===== src/rtl/idli_fetch_asm_m.sv =====
// idli_fetch_asm_m: packs SQI beats into words, tags each one as an instruction or an immediate, and queues it for the backend.
// `define IDLI_FAS_BYPASS_EN to hand a word to the outputs in the same cycle its last beat arrives, when the FIFO is empty.
module idli_fetch_asm_m #(
    parameter int LANE_W = 4,
    parameter int WORD_W = 16,
    parameter int DEPTH  = 2
) (
    input  logic                       i_fas_gck,
    input  logic                       i_fas_rst,
    input  logic [LANE_W-1:0]          i_fas_lane,
    input  logic                       i_fas_lane_vld,
    output logic                       o_fas_lane_rdy,
    input  logic                       i_fas_flush,
    output logic [WORD_W-1:0]          o_fas_word,
    output logic                       o_fas_imm,
    output logic                       o_fas_vld,
    input  logic                       i_fas_rdy,
    output logic [$clog2(DEPTH+1)-1:0] o_fas_cnt
);
    localparam int BEATS = WORD_W / LANE_W;
    localparam int BW = BEATS > 1 ? $clog2(BEATS) : 1;
    localparam int PW = $clog2(DEPTH);
    localparam int CW = $clog2(DEPTH + 1);
    localparam logic [BW-1:0] BEAT_LAST = BW'(BEATS - 1);
    localparam logic [CW-1:0] CNT_FULL = CW'(DEPTH);
    localparam logic [2:0] GREG_PC = 3'b111;

    typedef enum logic {EXPECT_INSTR, EXPECT_IMM} state_t;

    state_t            state_q, state_d;
    logic [BW-1:0]     beat_q, beat_d;
    logic [WORD_W-1:0] sr_q, sr_d;
    logic [PW-1:0]     wp_q, wp_d, rp_q, rp_d;
    logic [CW-1:0]     cnt_q, cnt_d;
    logic [WORD_W:0]   mem_q [DEPTH];
    logic [WORD_W-1:0] new_word;
    logic              new_imm, acc, last, byp, push, pop, head_vld;

    always_comb begin
        head_vld = cnt_q != '0;
        o_fas_lane_rdy = (beat_q != '0) | (cnt_q < CNT_FULL);
        new_word = (sr_q << LANE_W) | WORD_W'(i_fas_lane);
        new_imm = state_q == EXPECT_IMM;
        acc = i_fas_lane_vld & o_fas_lane_rdy & ~i_fas_flush;
        last = acc & (beat_q == BEAT_LAST);
`ifdef IDLI_FAS_BYPASS_EN
        byp = last & ~head_vld;
`else
        byp = 1'b0;
`endif
        // A bypassed word taken by the backend never enters the FIFO.
        push = last & ~(byp & i_fas_rdy);
        pop = head_vld & i_fas_rdy & ~i_fas_flush;
        o_fas_vld = head_vld | byp;
        o_fas_word = head_vld ? mem_q[rp_q][WORD_W-1:0] : (byp ? new_word : '0);
        o_fas_imm = head_vld ? mem_q[rp_q][WORD_W] : (byp & new_imm);
        o_fas_cnt = cnt_q;
        beat_d = (i_fas_flush | last) ? '0 : (acc ? beat_q + 1'b1 : beat_q);
        sr_d = acc ? new_word : sr_q;
        state_d = i_fas_flush ? EXPECT_INSTR :
                  ~last ? state_q :
                  (state_q == EXPECT_INSTR && new_word[2:0] == GREG_PC) ? EXPECT_IMM : EXPECT_INSTR;
        wp_d = i_fas_flush ? '0 : wp_q + PW'(push);
        rp_d = i_fas_flush ? '0 : rp_q + PW'(pop);
        cnt_d = i_fas_flush ? '0 : cnt_q + CW'(push) - CW'(pop);
    end

    always_ff @(posedge i_fas_gck) begin
        if (i_fas_rst) begin
            state_q <= EXPECT_INSTR;
            beat_q  <= '0;
            wp_q    <= '0;
            rp_q    <= '0;
            cnt_q   <= '0;
        end else begin
            state_q <= state_d;
            beat_q  <= beat_d;
            wp_q    <= wp_d;
            rp_q    <= rp_d;
            cnt_q   <= cnt_d;
        end
    end

    always_ff @(posedge i_fas_gck) begin
        sr_q <= sr_d;
        if (push) mem_q[wp_q] <= {new_imm, new_word};
    end
endmodule


===== config.mk =====
export PLATFORM = sky130hd
export DESIGN_NAME = idli_fetch_asm_m
export DESIGN_NICKNAME = d
export VERILOG_FILES = /design/src/rtl/idli_fetch_asm_m.sv
export SDC_FILE = /design/constraint.sdc
export NUM_CORES = 1
export LEC_CHECK = 0
export ABC_AREA = 0
export ABC_CLOCK_PERIOD_IN_PS = 2000
export BUFFER_PORTS_ARGS = -buffer_cell sky130_fd_sc_hd__buf_2
export CAP_MARGIN = 20
export CORE_AREA = 2 2 67 69
export CTS_CLUSTER_DIAMETER = 100
export DETAILED_ROUTE_END_ITERATION = 12
export DIE_AREA = 0 0 69 71
export PLACE_DENSITY = 0.73
export SYNTH_ARGS = -nofsm -noshare
export SYNTH_HDL_FRONTEND = slang
export SYNTH_SLANG_ARGS = --single-unit

===== constraint.sdc =====
create_clock -name i_fas_gck -period 2 [get_ports i_fas_gck]
set_input_delay 0.1 -clock i_fas_gck [delete_from_list [all_inputs] [get_ports i_fas_gck]]
set_output_delay 0.1 -clock i_fas_gck [all_outputs]
set_load 0.02 [all_outputs]

==> results.json, run 1 <==
{
  "run_status": "complete, no violations",
  "cp-startpoint": "beat_q[0]$_SDFFE_PP0P_",
  "ctsLongestPathBuffers": 2,
  "grt.overflow.total": 0,
  "ant_nets": 0,
  "fin_crit_sh": 0.986,
  "gp_congestion": 0.710,
  "syn-instance-count": 130,
  "place.detailed.hpwl_um": 2280,
  "design.die.area_um2": 4900,
  "hold_path.class": "input pin to register",
  "synthTopCellsByArea": "sky130_fd_sc_hd__edfxtp_1 (68%), sky130_fd_sc_hd__mux2i_1 (8.8%), sky130_fd_sc_hd__dfxtp_1 (6.9%), sky130_fd_sc_hd__nor2_1 (3.9%), sky130_fd_sc_hd__ha_1 (3.7%)",
  "most_common_library_cell_in_the_layout_ignoring_fill_and_taps": "sky130_fd_sc_hd__edfxtp_1",
  "critPathKind": "register to register",
  "core_region_area_um2": 4200,
  "worstHoldPathCells": 1,
  "flow.area_growth_from_synthesis_pct": 21.9,
  "wire_length_of_the_first_global_routing_pass_um": 5550,
  "max_cap_violations": 0,
  "timing.slew.headroom": 0.783,
  "number_of_inserted_diodes": 0,
  "endpoint": "o_fas_cnt[1]$_SDFF_PP0_",
  "mostFrequentLayoutCells": "sky130_fd_sc_hd__edfxtp_1 (46), sky130_fd_sc_hd__buf_2 (29), sky130_fd_sc_hd__nor2_1 (21)",
  "route.detailed.vias_per_inst": 5.08,
  "design.final.nets": 190,
  "chipWidth_um": 69,
  "setup_tns_ns": 0,
  "timing.reg2reg.setup_slack_ns": 0.03,
  "timing.final.crit_period_ns": 1.97,
  "achievable-frequency_ghz": 0.507,
  "first_pass_iters": 4,
  "startpoint_type": "register",
  "grt_setup_unrepaired": "yes",
  "grt_start_max_net_pins": 19,
  "total_power_uw": 1830,
  "post_layout_nonfiller_instances": 228,
  "port_buffers": 29,
  "clk-insertion-delay-late_ns": 0.30,
  "r2r_end": "o_fas_cnt[1]$_SDFF_PP0_",
  "grt_util_all_layers": 0.148,
  "timing.final.setup_violations": 0,
  "ys_warn_count": 0,
  "worst-endpoint-arrival_ns": 2.17,
  "reg2reg_from": "beat_q[0]$_SDFFE_PP0P_",
  "fin_skew_ns": 0.00439,
  "clockRootBuffer": "sky130_fd_sc_hd__clkbuf_8",
  "synth_area_per_cell_um2": 15.7,
  "htreeDepth": 2,
  "yosysUniqueCellTypes": 23,
  "leakagePower_uw": 0.000904,
  "dp_worst_setup_slack_ns": -0.0550,
  "drt-wirelength-per-cell_um": 14.8,
  "layout_setup_ws_ns": 0.0279,
  "die_height_um": 71,
  "numCtsBuffers": 5,
  "finalHoldViolCount": 0,
  "postSynthRegisterBits": 53,
  "grt_pass1_vias": 1202,
  "detail_route.iter0.violations": 60,
  "kind_of_end_point_of_the_critical_path": "register",
  "postSynthNetCount": 145,
  "tritoncts": "yes",
  "ys_dominant_reg_cell": "sky130_fd_sc_hd__edfxtp_1",
  "post-place-cells": 215,
  "synth-async-reset-ratio": 0,
  "mappedNetlistArea_um2": 2040,
  "synth_seq_area_share": 0.747,
  "max_slew.worst_pin.slew_ns": 0.322,
  "start_util": 0.485,
  "pin_count": 30,
  "totalWireLength_um": 3390,
  "grt_antenna_before_repair": 0,
  "final_core_util": 0.590,
  "worst-endpoint-required_ns": 2.20,
  "total_number_of_vias": 1159,
  "post_cts_clock_slew_at_the_launch_and_capture_registers_of_the_worst_setup_and_hold_paths_ns": 0.09,
  "row_count": 24,
  "tritoncts_num_sinks": 53,
  "cellPowerDensity_nw_per_um2": 739,
  "layout_cells_sized_above_1": 0.341,
  "synth_enable_flop_cells": 46,
  "r2r_cells": 12,
  "yosys.area.top_type": "sky130_fd_sc_hd__edfxtp_1",
  "synth_largest_type_area_fraction": 0.678,
  "route.detailed.drc": 0,
  "critical_path.max_fanout": 3,
  "finalMaxSlewViolations": 0,
  "worst_ir_drop_vdd_uv": 650
}
[kinds of logic (layout without fill, tap and decap cells)]
group,count (synthesis),in the layout,synth area share
xor+xnor,3,3,0.0129
fa+ha+maj,6,6,0.0369
simple gates,34,34,0.0762
compound gates,6,6,0.0172
buf+inv,10,56,0.0215
flops,53,53,0.747
mux,18,18,0.0885
[cell type report]
class,count,area [µm²]
Fill cell,343,1720
Sequential cell,53,1520
Multi-Input combinational cell,67,522
Timing Repair Buffer,41,250
Clock buffer,5,68.8
Tap cell,52,65.1
Inverter,7,31.3
Clock inverter,3,21.3
[synthesized netlist by cell type (all sizes together) (2+ instances only)]
cell / n
xnor2: 2
edfxtp: 46
a21oi: 2
dfxtp: 7
nor2: 21
inv: 7
nand3: 3
buf: 3
and2: 3
o21ai: 3
mux2i: 18
nor3: 2
ha: 6
[metal layers]
metal  vias up  GRT usage  part of all wire
li1        562          -                 -
met1       567      0.159              0.40
met2        26      0.277              0.55
met3         4     0.0413             0.037
met4         0     0.0523            0.0092
met5         -          0                 0
[critical path, stage by stage (launching register included)]
cell and delay [ns]:
sky130_fd_sc_hd__dfxtp_2 0.36, sky130_fd_sc_hd__inv_2 0.05, sky130_fd_sc_hd__ha_4 0.15, sky130_fd_sc_hd__and2_4 0.16, sky130_fd_sc_hd__clkinv_4 0.05, sky130_fd_sc_hd__and3_4 0.17, sky130_fd_sc_hd__inv_2 0.04, sky130_fd_sc_hd__ha_4 0.25
sky130_fd_sc_hd__inv_2 0.04, sky130_fd_sc_hd__ha_4 0.15, sky130_fd_sc_hd__xnor2_2 0.13, sky130_fd_sc_hd__xnor2_1 0.14, sky130_fd_sc_hd__and2_1 0.17
[metrics by stage]
stage                     area (µm²)  hold slack, ns
final                           2480         0.00962
after global routing            2480          0.0115
after CTS                       2430         0.00342
after detailed placement        2310           0.311
after global placement          2310           0.301
after floorplan                 2050           0.171
[repair_timing]
item	4_1_cts	5_1_grt
hold buffers	1	0
pin swaps	0	4
setup buffers	2	2
setup endpoints to repair	1	1
endpoints found under the hold margin	3	0
gates resized for setup	5	7
[how the worst min path moves through the flow]
stage                        from                    end  slack (ns)
floorplan             i_fas_flush        wp_q$_SDFF_PP0_        0.17
global placement    i_fas_lane[3]  mem_q[1][3]$_DFFE_PP_        0.30
detailed placement  i_fas_lane[3]      sr_q[3]$_DFFE_PP_        0.31
CTS                 i_fas_lane[2]  mem_q[0][2]$_DFFE_PP_       0.003
global route        i_fas_lane[2]  mem_q[0][2]$_DFFE_PP_        0.01
finish              i_fas_lane[2]  mem_q[1][2]$_DFFE_PP_        0.01
[report_power, final]
| part | switching, µW | internal (µW) | leakage [µW] | total [µW] |
|---|---|---|---|---|
| Clock | 336 | 249 | 0.0000462 | 585 |
| Combinational | 20.1 | 13.0 | 0.000382 | 33.0 |
| Sequential | 7.69 | 1210 | 0.000476 | 1220 |
| Total | 364 | 1470 | 0.000904 | 1830 |
[sequential cells by signal (all words and copies together), names as in the netlist]
signal	count
o_fas_cnt	2
rp_q	1
new_imm	1
sr_q	12
beat_q	2
wp_q	1
mem_q	34
No activity file was read; power rests on OpenSTA's default activity.
==> run 2: changes to the inputs <==
--- a/config.mk
+++ b/config.mk
@@ -9,10 +9,10 @@
 export ABC_CLOCK_PERIOD_IN_PS = 2000
 export BUFFER_PORTS_ARGS = -buffer_cell sky130_fd_sc_hd__buf_2
 export CAP_MARGIN = 20
-export CORE_AREA = 2 2 67 69
+export CORE_AREA = 8 8 73 75
 export CTS_CLUSTER_DIAMETER = 100
 export DETAILED_ROUTE_END_ITERATION = 12
-export DIE_AREA = 0 0 69 71
+export DIE_AREA = 0 0 81 83
 export PLACE_DENSITY = 0.73
 export SYNTH_ARGS = -nofsm -noshare
 export SYNTH_HDL_FRONTEND = slang
==> run 2 against run 1 <==
Effect of this change: fmax grew 1.1%; critical endpoint unchanged; non-clock buffer count grew 1; worst hold slack gained 0.0057 ns; combinational power grew 11%; die area grew 37%; final area is the same; cell count grew 0.44%; clock-buffer cell count is the same; total power grew 0.34%.
==> results.json, run 2 (synthesized netlist as in run 1, its figures left out) <==
{
  "run_status": "complete, no violations",
  "leakagePower_uw": 0.000912,
  "core_region_area_um2": 4200,
  "total_number_of_vias": 1162,
  "crit_buf_inv": 4,
  "dp_worst_setup_slack_ns": -0.0215,
  "grt_antenna_before_repair": 0,
  "largest_register": "mem_q",
  "hold_path.class": "input pin to register",
  "max_stage_delay_ns": 0.36,
  "fin_crit_sh": 0.975,
  "multiInputGateArea_um2": 499,
  "row_count": 24,
  "mostFrequentLayoutCells": "sky130_fd_sc_hd__edfxtp_1 (46), sky130_fd_sc_hd__buf_2 (29), sky130_fd_sc_hd__nor2_1 (21)",
  "place.detailed.hpwl_um": 2360,
  "tritoncts_num_sinks": 53,
  "placedInstanceArea_um2": 2310,
  "gp_congestion": 0.687,
  "layout_setup_ws_ns": 0.0492,
  "post_cts_clock_slew_at_the_launch_and_capture_registers_of_the_worst_setup_and_hold_paths_ns": 0.09,
  "path_common_cell": "sky130_fd_sc_hd__inv_1",
  "ant_nets": 0,
  "worst-endpoint-arrival_ns": 2.16,
  "sequential_cell_area_um2": 1520,
  "reg2reg_from": "beat_q[1]$_SDFFE_PP0P_",
  "fin_skew_ns": 0.00859,
  "timing.final.setup_violations": 0,
  "max_cap_violations": 0,
  "tritoncts": "yes",
  "detail_route.iter0.violations": 54,
  "critPathSlowestCell": "sky130_fd_sc_hd__dfxtp_2",
  "grt_start_max_net_pins": 19,
  "critical_path.max_fanout": 5,
  "critPathKind": "register to register",
  "first_pass_iters": 4,
  "drt-wirelength-per-cell_um": 15.3,
  "chipWidth_um": 81,
  "grt.overflow.total": 0,
  "power.sequential.fraction": 0.661,
  "route.detailed.drc": 0,
  "grt_pass1_vias": 1265,
  "max_slew.worst_pin.slew_ns": 0.323,
  "hold_path.startpoint": "i_fas_rst",
  "achievable-frequency_ghz": 0.513,
  "layout_cells_sized_above_1": 0.328,
  "final.fill_count": 345,
  "number_of_inserted_diodes": 0,
  "swShare": 0.200,
  "largest_registers": "mem_q x34, sr_q x12",
  "comb_power_share": 0.020,
  "r2r_cells": 12,
  "design.final.nets": 191,
  "p_switching_uw": 367,
  "timing.final.crit_period_ns": 1.95,
  "clk-insertion-delay-late_ns": 0.30,
  "flip_flop_count_of_the_largest_register_all_copies_and_words_added": 34,
  "worst_ir_drop_vdd_uv": 441,
  "timing.reg2reg.setup_slack_ns": 0.05,
  "htreeDepth": 2,
  "kind_of_end_point_of_the_critical_path": "register",
  "grt_util_all_layers": 0.112,
  "intPower_uw": 1470,
  "totalWireLength_um": 3490,
  "finalMaxSlewViolations": 0,
  "start_util": 0.485,
  "worstHoldPathCells": 2,
  "numCtsBuffers": 5,
  "port_buffers": 29,
  "ctsLongestPathBuffers": 2,
  "final_design_area_no_fill_um2": 2480,
  "crit_path_cell_trace": "inv_2, ha_4, and2_4, clkinv_4, and3_4, inv_1, ha_1, inv_1, ha_2, xnor2_2, xnor2_1, and2_1",
  "r2r_end": "o_fas_cnt[1]$_SDFF_PP0_",
  "startpoint_type": "register",
  "whs_endpoint": "wp_q$_SDFF_PP0_",
  "share_clk_of_total_power": 0.319,
  "cellPowerDensity_nw_per_um2": 742,
  "die_height_um": 83,
  "most_common_library_cell_in_the_layout_ignoring_fill_and_taps": "sky130_fd_sc_hd__edfxtp_1",
  "finalHoldViolCount": 0,
  "worst-endpoint-required_ns": 2.21,
  "design.die.area_um2": 6720,
  "clockRootBuffer": "sky130_fd_sc_hd__clkbuf_8",
  "flow.area_growth_from_synthesis_pct": 21.9,
  "route.detailed.vias_per_inst": 5.07,
  "timing.slew.headroom": 0.782,
  "path_delay_family": "adder cells",
  "wire_length_of_the_first_global_routing_pass_um": 5860,
  "pin_count": 30
}
## run 2: cell types whose count changed in the layout (fill, tap and decap cells not counted), sizes merged
cell / before / now
clkinvlp: 0 / 1
clkinv: 3 / 2
dlygate4sd3: 1 / 2
## run 2: worst max path at each step
stage          cells past startpoint                    from                       to
2_1_floorplan                     12  beat_q[0]$_SDFFE_PP0P_  o_fas_cnt[1]$_SDFF_PP0_
3_3_place_gp                      12  beat_q[0]$_SDFFE_PP0P_  o_fas_cnt[1]$_SDFF_PP0_
3_5_place_dp                      12  beat_q[0]$_SDFFE_PP0P_  o_fas_cnt[1]$_SDFF_PP0_
4_1_cts                           12  beat_q[0]$_SDFFE_PP0P_  o_fas_cnt[1]$_SDFF_PP0_
5_1_grt                           12  beat_q[0]$_SDFFE_PP0P_  o_fas_cnt[1]$_SDFF_PP0_
6_report                          12  beat_q[1]$_SDFFE_PP0P_  o_fas_cnt[1]$_SDFF_PP0_
## run 2: final cells by class
cell class | instances | area share
Tap cell | 52 | 0.0262
Multi-Input combinational cell | 67 | 0.201
Clock inverter | 3 | 0.00857
Timing Repair Buffer | 42 | 0.110
Clock buffer | 5 | 0.0277
Sequential cell | 53 | 0.614
Inverter | 7 | 0.0126
## run 2: per-stage QoR
| stage | cells | hold slack [ns] | total power [µW] | util | TNS, ns |
|---|---|---|---|---|---|
| 6_report | 229 | 0.0153 | 1840 | 0.590 | 0 |
| 3_5_place_dp | 214 | 0.311 | 1270 | 0.550 | -0.0215 |
| 5_1_grt | 229 | 0.0193 | 1910 | 0.590 | -0.0146 |
| 3_3_place_gp | 214 | 0.301 | 1270 | 0.550 | 0 |
| 4_1_cts | 226 | 0.00559 | 1860 | 0.582 | 0 |
| 2_1_floorplan | 130 | 0.171 | 1250 | - | 0 |
## run 2: what timing repair did
item | CTS | global route
hold buffers | 2 | 0
hold endpoints to repair | 6 | 0
gates resized for setup | 4 | 4
setup buffers | 2 | 3
setup endpoints to repair | 1 | 1
pin swaps | 2 | 2
## run 2: routing by layer
| layer | vias up | global-route usage | share of wire | wire length [µm] |
|---|---|---|---|---|
| met3 | 6 | 0.0474 | 0.052 | 182 |
| met4 | 0 | 0.0520 | 0.017 | 59 |
| met5 | - | 0 | 0 | 0 |
| met2 | 29 | 0.187 | 0.53 | 1860 |
| met1 | 561 | 0.118 | 0.40 | 1400 |
| li1 | 566 | - | - | - |
## run 2: power groups by stage
stage | sequential [µW] | clock [µW] | combinational (µW)
floorplan | 1240 | 0 | 10.7
global placement | 1240 | 0 | 28.4
detailed placement | 1240 | 0 | 30.4
CTS | 1220 | 609 | 34.9
global route | 1220 | 646 | 41.9
finish | 1220 | 588 | 36.7
==> run 3: changes to the inputs <==
==> config.mk (replaced) <==
export PLATFORM = sky130hd
export DESIGN_NAME = idli_fetch_asm_m
export DESIGN_NICKNAME = d
export VERILOG_FILES = /design/src/rtl/idli_fetch_asm_m.sv
export SDC_FILE = /design/constraint.sdc
export NUM_CORES = 1
export LEC_CHECK = 0
export ABC_AREA = 0
export ABC_CLOCK_PERIOD_IN_PS = 2000
export CAP_MARGIN = 20
export CORE_AREA = 8 8 72 74
export CTS_BUF_LIST = sky130_fd_sc_hd__clkbuf_8
export CTS_CLUSTER_DIAMETER = 100
export DETAILED_ROUTE_END_ITERATION = 12
export DIE_AREA = 0 0 80 82
export DONT_BUFFER_PORTS = 1
export PLACE_DENSITY = 0.68
export SYNTH_ARGS = -nofsm -noshare
export SYNTH_HDL_FRONTEND = slang
export SYNTH_SLANG_ARGS = --single-unit
==> run 3 against run 2 <==
Effect of this change: critical path depth did not move; register-to-register slack hardly changed; combinational power down 13%; highest routed layer unchanged.
==> results.json, run 3 (synthesized netlist as in run 1, its figures left out) <==
{
  "flow.area_growth_from_synthesis_pct": 16.9,
  "timing.final.crit_period_ns": 1.95,
  "totalWireLength_um": 3530,
  "kind_of_end_point_of_the_critical_path": "register",
  "multiInputGateArea_um2": 489,
  "worst_ir_drop_vdd_uv": 424,
  "ant_nets": 0,
  "post_layout_nonfiller_instances": 207,
  "grt_util_all_layers": 0.117,
  "cellPowerDensity_nw_per_um2": 756,
  "worst-endpoint-required_ns": 2.20,
  "route.detailed.vias_per_inst": 5.23,
  "finalHoldViolCount": 0,
  "largest_registers": "mem_q x34, sr_q x12",
  "r2r_end": "o_fas_cnt[1]$_SDFF_PP0_",
  "layout_cells_sized_above_1": 0.194,
  "fin_crit_sh": 0.975,
  "timing.reg2reg.setup_slack_ns": 0.05,
  "fin_skew_ns": 0.00760,
  "ctsLongestPathBuffers": 2,
  "tritoncts": "yes",
  "critical_path.max_fanout": 2,
  "port_buffers": 0,
  "grt.overflow.total": 0,
  "total_number_of_vias": 1083,
  "hold_path.class": "input pin to register",
  "clk-insertion-delay-late_ns": 0.30,
  "total_power_uw": 1800,
  "achievable-frequency_ghz": 0.513,
  "flip_flop_count_of_the_largest_register_all_copies_and_words_added": 34,
  "final.fill_count": 321,
  "gp_congestion": 0.666,
  "most_common_library_cell_in_the_layout_ignoring_fill_and_taps": "sky130_fd_sc_hd__edfxtp_1",
  "grt_start_max_net_pins": 19,
  "run_status": "complete, no violations",
  "final_core_util": 0.575,
  "post_cts_clock_slew_at_the_launch_and_capture_registers_of_the_worst_setup_and_hold_paths_ns": 0.09,
  "reg2reg_from": "beat_q[0]$_SDFFE_PP0P_",
  "wire_length_of_the_first_global_routing_pass_um": 5630,
  "design.die.area_um2": 6560,
  "clockRootBuffer": "sky130_fd_sc_hd__clkbuf_8",
  "drt-wirelength-per-cell_um": 17.1,
  "worst-endpoint-arrival_ns": 2.15,
  "detail_route.iter0.violations": 71,
  "largest_register": "mem_q",
  "htreeDepth": 2,
  "startpoint_type": "register",
  "grt_antenna_before_repair": 0,
  "pin_count": 30,
  "max_slew.worst_pin.slew_ns": 0.435,
  "cp-startpoint": "beat_q[0]$_SDFFE_PP0P_",
  "mostFrequentLayoutCells": "sky130_fd_sc_hd__edfxtp_1 (46), sky130_fd_sc_hd__nor2_1 (21), sky130_fd_sc_hd__mux2i_1 (18)",
  "first_pass_iters": 4,
  "die_height_um": 82,
  "finalMaxSlewViolations": 0,
  "tritoncts_num_sinks": 53,
  "max_cap_violations": 0,
  "sequential_cell_area_um2": 1520,
  "numCtsBuffers": 5,
  "timing.slew.headroom": 0.709,
  "place.detailed.hpwl_um": 2330,
  "hold_slack_ns": 0.00394,
  "leakagePower_uw": 0.000796,
  "chipWidth_um": 80,
  "critPathKind": "register to register",
  "core_region_area_um2": 4140,
  "design.final.nets": 169,
  "post-place-cells": 189,
  "r2r_cells": 12,
  "start_util": 0.492,
  "route.detailed.drc": 0,
  "endpoint": "o_fas_cnt[1]$_SDFF_PP0_",
  "number_of_inserted_diodes": 0,
  "row_count": 24,
  "timing.final.setup_violations": 0,
  "grt_pass1_vias": 1141
}
run 3: final cells by class:
| cell class | instances | share of cell area |
|---|---|---|
| Sequential cell | 53 | 0.640 |
| Multi-Input combinational cell | 67 | 0.205 |
| Timing Repair Buffer | 20 | 0.0799 |
| Clock buffer | 5 | 0.0289 |
| Tap cell | 52 | 0.0273 |
| Inverter | 7 | 0.0131 |
| Clock inverter | 3 | 0.00525 |
run 3: what timing repair did:
| item | 4_1_cts | 5_1_grt |
|---|---|---|
| hold buffers | 6 | 0 |
| gates cloned | 0 | 0 |
| resized for setup | 1 | 5 |
| setup buffers | 1 | 3 |
| hold endpoints to repair | 16 | 0 |
| pin swaps | 0 | 3 |
| endpoints found under the setup margin | 1 | 1 |
run 3: per-layer routing:
| metal | vias to the layer above | part of all wire | global-route usage |
|---|---|---|---|
| met4 | 0 | 0.021 | 0.0527 |
| met5 | - | 0 | 0 |
| met1 | 531 | 0.36 | 0.118 |
| li1 | 518 | - | - |
| met2 | 25 | 0.53 | 0.201 |
| met3 | 9 | 0.081 | 0.0569 |
run 3: worst min path at each step:
stage,start,to,cells past startpoint
detailed placement,i_fas_flush,wp_q$_SDFF_PP0_,1
CTS,i_fas_rst,beat_q[1]$_SDFFE_PP0P_,2
global placement,i_fas_flush,wp_q$_SDFF_PP0_,1
floorplan,i_fas_flush,wp_q$_SDFF_PP0_,1
global route,i_fas_rst,beat_q[1]$_SDFFE_PP0P_,2
finish,i_fas_rst,beat_q[0]$_SDFFE_PP0P_,2
run 3: through the flow:
stage | setup WS, ns | setup TNS (ns) | area (µm²)
2_1_floorplan | 0.0125 | 0 | 2050
3_3_place_gp | 0.0799 | 0 | 2200
3_5_place_dp | 0.00470 | 0 | 2200
4_1_cts | 0.00192 | 0 | 2350
5_1_grt | -0.0125 | -0.0125 | 2380
6_report | 0.0491 | 0 | 2380
run 3: report_power, final:
| part | internal [µW] | switching (µW) | leakage, µW |
|---|---|---|---|
| registers | 1210 | 7.30 | 0.000476 |
| clock network | 236 | 315 | 0.0000430 |
| logic | 15.2 | 16.8 | 0.000277 |
| total | 1460 | 340 | 0.000796 |
run 3: worst max-delay path: stages, from the launching register on:
cell                      delay, ns
sky130_fd_sc_hd__dfxtp_2       0.35
sky130_fd_sc_hd__inv_2         0.04
sky130_fd_sc_hd__ha_2          0.16
sky130_fd_sc_hd__and2_4        0.17
sky130_fd_sc_hd__inv_6         0.05
sky130_fd_sc_hd__and3_4        0.17
sky130_fd_sc_hd__inv_1         0.04
sky130_fd_sc_hd__ha_1          0.26
sky130_fd_sc_hd__inv_1         0.04
sky130_fd_sc_hd__ha_2          0.17
sky130_fd_sc_hd__xnor2_2       0.13
sky130_fd_sc_hd__xnor2_1       0.12
sky130_fd_sc_hd__and2_1        0.15
